File: config.mk
export PLATFORM = sky130hd
export DESIGN_NAME = multi_cycle_control_fsm
export DESIGN_NICKNAME = d
export VERILOG_FILES = /design/src/rtl/multi_cycle_control_fsm_pkg.sv /design/src/rtl/multi_cycle_control_fsm_next_state.sv /design/src/rtl/multi_cycle_control_fsm.sv
export SDC_FILE = /design/constraint.sdc
export NUM_CORES = 1
export LEC_CHECK = 0
export BUFFER_PORTS_ARGS = -buffer_cell sky130_fd_sc_hd__buf_4
export CAP_MARGIN = 20
export CORE_UTILIZATION = 40
export CTS_CLUSTER_DIAMETER = 40
export CTS_CLUSTER_SIZE = 24
export DETAILED_ROUTE_END_ITERATION = 10
export PLACE_DENSITY = 0.69
export SETUP_SLACK_MARGIN = 0.5
export SYNTH_ARGS = -nofsm -noshare
export SYNTH_HDL_FRONTEND = slang
export SYNTH_HIERARCHICAL = 1
export SYNTH_SLANG_ARGS = --single-unit
File: constraint.sdc
create_clock -name clk -period 2.1 [get_ports clk]
set_clock_uncertainty 0.15 [all_clocks]
set_input_delay 0.21 -clock clk [delete_from_list [all_inputs] [get_ports clk]]
set_output_delay 0.21 -clock clk [all_outputs]
set_load 0.1 [all_outputs]
File: src/rtl/multi_cycle_control_fsm_pkg.sv
// Shared encodings for the multi-cycle RV32I control FSM.
// States, ALUOp / ALU-B select codes, opcodes and opcode classing.
package multi_cycle_control_fsm_pkg;

  localparam int STATE_W = 3;

  typedef enum logic [STATE_W-1:0] {
    S_IF       = 3'd0,
    S_ID       = 3'd1,
    S_EX       = 3'd2,
    S_BR_TAKEN = 3'd3,
    S_MEM      = 3'd4,
    S_WB       = 3'd5
  } state_e;

  localparam logic [1:0] ALUOP_ADD    = 2'b00;
  localparam logic [1:0] ALUOP_BRANCH = 2'b01;
  localparam logic [1:0] ALUOP_FUNCT  = 2'b10;

  localparam logic [1:0] SRCB_RS2  = 2'b00;
  localparam logic [1:0] SRCB_FOUR = 2'b01;
  localparam logic [1:0] SRCB_IMM  = 2'b10;

  localparam logic [6:0] OPC_RTYPE  = 7'b0110011;
  localparam logic [6:0] OPC_IARITH = 7'b0010011;
  localparam logic [6:0] OPC_LOAD   = 7'b0000011;
  localparam logic [6:0] OPC_STORE  = 7'b0100011;
  localparam logic [6:0] OPC_BRANCH = 7'b1100011;
  localparam logic [6:0] OPC_JAL    = 7'b1101111;
  localparam logic [6:0] OPC_JALR   = 7'b1100111;
  localparam logic [6:0] OPC_SYSTEM = 7'b1110011;

  typedef enum logic [3:0] {
    OC_R,
    OC_I,
    OC_LOAD,
    OC_STORE,
    OC_BRANCH,
    OC_JAL,
    OC_JALR,
    OC_SYSTEM,
    OC_ILLEGAL
  } opc_e;

  function automatic opc_e opc_class(
    input logic [6:0] op
  );
    opc_e c;
    c = OC_ILLEGAL;
    unique case (1'b1)
      (op == OPC_RTYPE):  c = OC_R;
      (op == OPC_IARITH): c = OC_I;
      (op == OPC_LOAD):   c = OC_LOAD;
      (op == OPC_STORE):  c = OC_STORE;
      (op == OPC_BRANCH): c = OC_BRANCH;
      (op == OPC_JAL):    c = OC_JAL;
      (op == OPC_JALR):   c = OC_JALR;
      (op == OPC_SYSTEM): c = OC_SYSTEM;
      default:            c = OC_ILLEGAL;
    endcase
    return c;
  endfunction

endpackage

File: src/rtl/multi_cycle_control_fsm_next_state.sv
// Next-state logic for the multi-cycle control FSM.
// CTRL_MEM_WAIT_EN adds mem_ready_i stalls in IF and MEM.
module ctrl_next_state
  import multi_cycle_control_fsm_pkg::*;
(
  input  state_e     state_i,
  input  logic [6:0] opcode_i,
  input  logic       bcond_i,
`ifdef CTRL_MEM_WAIT_EN
  input  logic       mem_ready_i,
`endif
  output state_e     state_o
);

  opc_e oc;
  logic rdy;

`ifdef CTRL_MEM_WAIT_EN
  assign rdy = mem_ready_i;
`else
  assign rdy = 1'b1;
`endif

  assign oc = opc_class(opcode_i);

  always_comb begin
    state_o = S_IF;
    case (state_i)
      S_IF: state_o = rdy ? S_ID : S_IF;
      S_ID: begin
        if (oc == OC_SYSTEM || oc == OC_ILLEGAL)
          state_o = S_IF;
        else
          state_o = S_EX;
      end
      S_EX: begin
        case (oc)
          OC_R, OC_I:         state_o = S_WB;
          OC_LOAD, OC_STORE:  state_o = S_MEM;
          OC_BRANCH:
            state_o = bcond_i ? S_BR_TAKEN : S_IF;
          default:            state_o = S_IF;
        endcase
      end
      S_BR_TAKEN: state_o = S_IF;
      S_MEM: begin
        if (oc == OC_LOAD)
          state_o = rdy ? S_WB : S_MEM;
        else
          state_o = rdy ? S_IF : S_MEM;
      end
      S_WB:    state_o = S_IF;
      default: state_o = S_IF;
    endcase
  end

endmodule

File: src/rtl/multi_cycle_control_fsm.sv
// Multi-cycle RV32I sequencing controller: state register + output decode.
// Optional CTRL_MEM_WAIT_EN adds the mem_ready input for memory stalls.
module multi_cycle_control_fsm
  import multi_cycle_control_fsm_pkg::*;
(
  input  logic       clk,
  input  logic       reset,
  input  logic [6:0] opcode,
  input  logic       bcond,
`ifdef CTRL_MEM_WAIT_EN
  input  logic       mem_ready,
`endif
  output logic       pc_write,
  output logic       i_or_d,
  output logic       mem_read,
  output logic       mem_write,
  output logic       ir_write,
  output logic       reg_write,
  output logic       reg_src,
  output logic       alu_src_a,
  output logic [1:0] alu_src_b,
  output logic [1:0] alu_op,
  output logic       pc_source,
  output logic       is_ecall
);

  state_e state_q;
  state_e state_d;
  opc_e   oc;
  logic   rdy;

`ifdef CTRL_MEM_WAIT_EN
  assign rdy = mem_ready;
`else
  assign rdy = 1'b1;
`endif

  assign oc = opc_class(opcode);

  ctrl_next_state u_next (
    .state_i     (state_q),
    .opcode_i    (opcode),
    .bcond_i     (bcond),
`ifdef CTRL_MEM_WAIT_EN
    .mem_ready_i (mem_ready),
`endif
    .state_o     (state_d)
  );

  always_ff @(posedge clk) begin
    if (reset)
      state_q <= S_IF;
    else
      state_q <= state_d;
  end

  always_comb begin
    pc_write  = 1'b0;
    i_or_d    = 1'b0;
    mem_read  = 1'b0;
    mem_write = 1'b0;
    ir_write  = 1'b0;
    reg_write = 1'b0;
    reg_src   = 1'b0;
    alu_src_a = 1'b0;
    alu_src_b = SRCB_RS2;
    alu_op    = ALUOP_ADD;
    pc_source = 1'b0;
    is_ecall  = 1'b0;
    case (state_q)
      S_IF: begin
        mem_read  = 1'b1;
        ir_write  = rdy;
        alu_src_b = SRCB_FOUR;
      end
      S_ID: begin
        alu_src_b = SRCB_FOUR;
        if (oc == OC_SYSTEM || oc == OC_ILLEGAL) begin
          pc_write  = 1'b1;
          pc_source = 1'b1;
          is_ecall  = (oc == OC_SYSTEM);
        end
      end
      S_EX: begin
        case (oc)
          OC_R: begin
            alu_src_a = 1'b1;
            alu_op    = ALUOP_FUNCT;
          end
          OC_I: begin
            alu_src_a = 1'b1;
            alu_src_b = SRCB_IMM;
            alu_op    = ALUOP_FUNCT;
          end
          OC_LOAD, OC_STORE: begin
            alu_src_a = 1'b1;
            alu_src_b = SRCB_IMM;
          end
          OC_BRANCH: begin
            alu_src_a = 1'b1;
            alu_op    = ALUOP_BRANCH;
            pc_write  = ~bcond;
            pc_source = ~bcond;
          end
          OC_JAL, OC_JALR: begin
            // JAL and JALR differ only in the A operand (PC vs rs1)
            alu_src_a = (oc == OC_JALR);
            alu_src_b = SRCB_IMM;
            pc_write  = 1'b1;
            reg_write = 1'b1;
          end
          default: ;
        endcase
      end
      S_BR_TAKEN: begin
        alu_src_b = SRCB_IMM;
        pc_write  = 1'b1;
      end
      S_MEM: begin
        i_or_d = 1'b1;
        if (oc == OC_LOAD) begin
          mem_read = 1'b1;
        end else begin
          mem_write = 1'b1;
          alu_src_b = SRCB_FOUR;
          pc_write  = rdy;
        end
      end
      S_WB: begin
        reg_write = 1'b1;
        reg_src   = (oc == OC_LOAD);
        alu_src_b = SRCB_FOUR;
        pc_write  = 1'b1;
      end
      default: ;
    endcase
    if (reset) begin
      pc_write  = 1'b0;
      mem_read  = 1'b0;
      mem_write = 1'b0;
      ir_write  = 1'b0;
      reg_write = 1'b0;
      is_ecall  = 1'b0;
    end
  end

endmodule

==> results.yml, run 1 <==
placement:
  place_congestion: 0.798
  pre_cts_slack_ps: 164
  io_buffers: 23
  hpwl_mm: 1.24
logic_synthesis:
  synth_nets: 93
  yosysSeqAreaShare_pct: 10.6
  yosys-top-cells-area: "dfxtp_1 (11%), nor3_1 (5.3%), inv_1 (4.6%), nand3_1 (4.4%), nor2_1 (4.0%)"
  synth_commonest_cells: "inv_1 (7), nor2_1 (6), nor3_1 (6)"
  postSynthCellCount: 83
  async_flop_share_pct: 0
  syn_area_um2: 568
  syn_area_per_cell_um2: 6.84
  synth_cell_type_count: 41
  synth_top_area_share_pct: 10.6
  yosys.area.top_type: "dfxtp_1"
  ys_ff_latch: 3
  ys.flop_type: "dfxtp_1"
  synth_most_common_cell: "inv_1"
  synth_edf_count: 0
  ys_warn_count: 6
die:
  ioPinCount: 24
  initial_core_util_pct: 43.1
  die_h_um: 39.7
  die_x_um: 39.7
  row_count: 13
status:
  toolErrorMsg: "[ERROR DPL-0038] Utilization greater than 100%, impossible to legalize"
  haltStage: "global routing (5_1_grt)"
  status: "stopped before the end"
clock_network:
  cts_buffer_depth: 2
  clock-root-buffer: "clkbuf_4"
  holdBufCountCts: 0
  clock_sinks: 3
  htree_levels: 1
  cts_buffers: 3
timing:
  crit_endpoint: "state_q[0]$_SDFF_PP0_/D"
  timing.worst_endpoint.kind: "register data pin"
global_routing:
  grt_max_degree: 14
-- timing repair --
action / in CTS
pin swaps: 11
setup buffers: 14
gates resized for setup: 52
endpoints found under the setup margin: 16
-- metrics by stage --
step / instance area [um2] / cells
after floorplan: 699 / 83
after global placement: 895 / 122
after detailed placement: 895 / 122
after CTS: 1240 / 140
-- cell families after synthesis --
group / Yosys count / share of synthesized area [%]
buffers and inverters: 9 / 7.93
AND/OR/NAND/NOR: 49 / 55.3
AO/OA/AOI/OAI: 20 / 23.1
XOR/XNOR: 2 / 3.08
flip-flops: 3 / 10.6
==> run 2, diff against run 1 <==
Settings changed: CORE_AREA set to 2 2 63 65, CORE_UTILIZATION 40 to unset, CTS_CLUSTER_DIAMETER 40 to unset, CTS_CLUSTER_SIZE 24 to unset, DIE_AREA set to 0 0 65 67, PLACE_DENSITY 0.69 to unset, PLACE_DENSITY_LB_ADDON set to 0.15, SETUP_SLACK_MARGIN 0.5 to unset.
==> run 2 against run 1 <==
- synthesized cell count stayed put
- area after synthesis stayed put
- the flow now finishes without violations
==> results.yml, run 2 <==
drt:
  num_vias: 745
  postRouteWirelength_mm: 1.91
  initialDrtViolationCount: 19
  vias_per_cell: 4.54
  routedWlPerCell_um: 11.6
  drt_first_pass_iters: 4
  drtAntennaViolNets: 0
  drcViolationCount: 0
logic_synthesis:
  postSynthCellCount: 83
  yosysSeqAreaShare_pct: 10.6
  ys_ff_latch: 3
  syn_area_per_cell_um2: 6.84
  synth_top_area_share_pct: 10.6
  synth_most_common_cell: "inv_1"
  syn_area_um2: 568
  synth_edf_count: 0
  synth_commonest_cells: "inv_1 (7), nor2_1 (6), nor3_1 (6)"
  synth_nets: 93
  ys_warn_count: 6
  yosys.area.top_type: "dfxtp_1"
  yosys-top-cells-area: "dfxtp_1 (11%), nor3_1 (5.3%), inv_1 (4.6%), nand3_1 (4.4%), nor2_1 (4.0%)"
  synth_cell_type_count: 41
  async_flop_share_pct: 0
  ys.flop_type: "dfxtp_1"
global_routing:
  grtUsageMet3_pct: 0.676
  grt_max_degree: 14
  grt-busiest-layer: "met2"
  globalRouteMet2Util_pct: 14.4
  track_usage_pct: 9.10
  grt_pass1_vias: 661
  gr-total-overflow: 0
  use_met1_pct: 11.9
  grt_first_pass_wirelength_mm: 3.04
  grt_antenna_before_repair: 0
clock_network:
  clock_sinks: 3
  holdBufCountCts: 0
  clock-root-buffer: "clkbuf_8"
  htree_levels: 1
  cts_buffer_depth: 2
  cts_buffers: 3
  clkTransAtPathRegs_ps: 30
  clk-insertion-delay-late_ps: 210
  cts_tree: "done"
die:
  die_x_um: 65
  die_area_um2: 4360
  row_count: 22
  initial_core_util_pct: 15.8
  ioPinCount: 24
  die_h_um: 67
  core_um2: 3610
final_layout:
  layout_commonest_cell: "buf_4"
  syn_to_final_growth_pct: 81.9
  largest_register_ff_count: 3
  drive_gt1_share_pct: 45.7
  reg.largest.list: "state_q: 3 flops"
  nets: 127
  mostFrequentLayoutCells: "buf_4 (26), inv_1 (7), nand3_1 (5)"
  num_antenna_cells: 0
  top_register: "state_q"
  final_cells: 164
flow_run:
  maxCapViolCount: 0
timing:
  post-route-period-util_pct: 96.5
  maxSlewViolCount: 0
  finalCriticalPeriod_ps: 2030
  worstMarginPinSlew_ps: 447
  finalSetupViolCount: 0
  grt_setup_unrepaired: "no"
  finalHoldViolations: 0
  slew_headroom_pct: 69.9
  fmax_mhz: 494
pwr:
  vdd_drop_max_v: 0.000149
  leakage_nw: 0.415
  intPower_w: 0.000237
  p_switching_w: 0.000133
  total_power_w: 0.000370
  pwr-share-comb_pct: 38.0
  power_frac_clock_pct: 44.8
  power_frac_seq_pct: 17.2
  swShare_pct: 36.0
  p_per_area_nw_per_um2: 358
setup_path:
  cp_data_arrival_time_ps: 1670
  startpoint: "state_q[2]"
  worstSetupPathType: "register to output port"
  reg2reg_from: "state_q[2]"
  worst-r2r-setup-slack_ps: 220
  cp-start-kind: "register"
  required_ps: 1740
  cp_max_fo: 7
  cp-end-kind: "output port"
placement:
  io_buffers: 23
  hpwl_mm: 1.52
  place_congestion: 0.690
  dpl.cell_count: 159
hold_path:
  hp-class: "primary input to register"
  hold_start: "reset"
status:
  status: "completed"
## run 2: cell families (layout without fill, tap and decap cells)
logic type | count (synthesis) | after routing | synth area share [%]
AO/OA/AOI/OAI | 20 | 20 | 23.1
AND/OR/NAND/NOR | 49 | 49 | 55.3
flip-flops | 3 | 3 | 10.6
buffers and inverters | 9 | 42 | 7.93
XOR/XNOR | 2 | 2 | 3.08
## run 2: routing by layer
metal	vias up	share of wire [%]
li1	380	-
met1	344	48
met2	19	47
met3	2	3.5
met4	0	1.3
met5	-	0
## run 2: what timing repair did
item / CTS / global route
endpoints found under the hold margin: 0 / 0
endpoints found under the setup margin: 3 / 5
pin swaps: 0 / 1
resized for setup: 5 / 3
setup buffers: 0 / 1
## run 2: worst max-delay path: stages (launching register included)
cell	delay, ps
dfxtp_1	370
or3b_4	470
nor3_4	150
a22o_4	160
o21a_4	120
buf_8	190
## run 2: path summary, 6_finish.rpt
path / end / depth (start not counted)
worst max-delay path: pc_write / 5
worst min-delay path: state_q[0] / 2
worst max register to register: state_q[0] / 5
worst min register to register: state_q[2] / 3
## run 2: cell type report
class	instances	area (um2)
Multi-Input combinational cell	71	572
Tap cell	48	60.1
Clock buffer	4	45.0
Inverter	7	26.3
Timing Repair Buffer	31	268
Sequential cell	3	62.6
Fill cell	398	2570
## run 2: stage by stage
stage / setup slack [ps] / hold slack, ps / setup TNS [ps] / util [%] / area [um2]
finish: 74.2 / 104 / 0 / 28.7 / 1030
global route: 4.82 / 111 / 0 / 28.7 / 1030
CTS: 14.0 / 106 / 0 / 27.9 / 1000
detailed placement: 146 / 331 / 0 / 26.1 / 940
global placement: 142 / 327 / 0 / 26.1 / 940
floorplan: -768 / 124 / -2680 / - / 673
## run 2: power groups by stage
| stage | logic [W] | clock network [W] | registers (W) |
|---|---|---|---|
| floorplan | 0.0000894 | 0 | 0.0000627 |
| global placement | 0.000140 | 0 | 0.0000637 |
| detailed placement | 0.000139 | 0 | 0.0000640 |
| CTS | 0.000141 | 0.000174 | 0.0000633 |
| global route | 0.000150 | 0.000183 | 0.0000640 |
| finish | 0.000140 | 0.000166 | 0.0000636 |
Note: power is estimated with default switching activity, not from simulation.
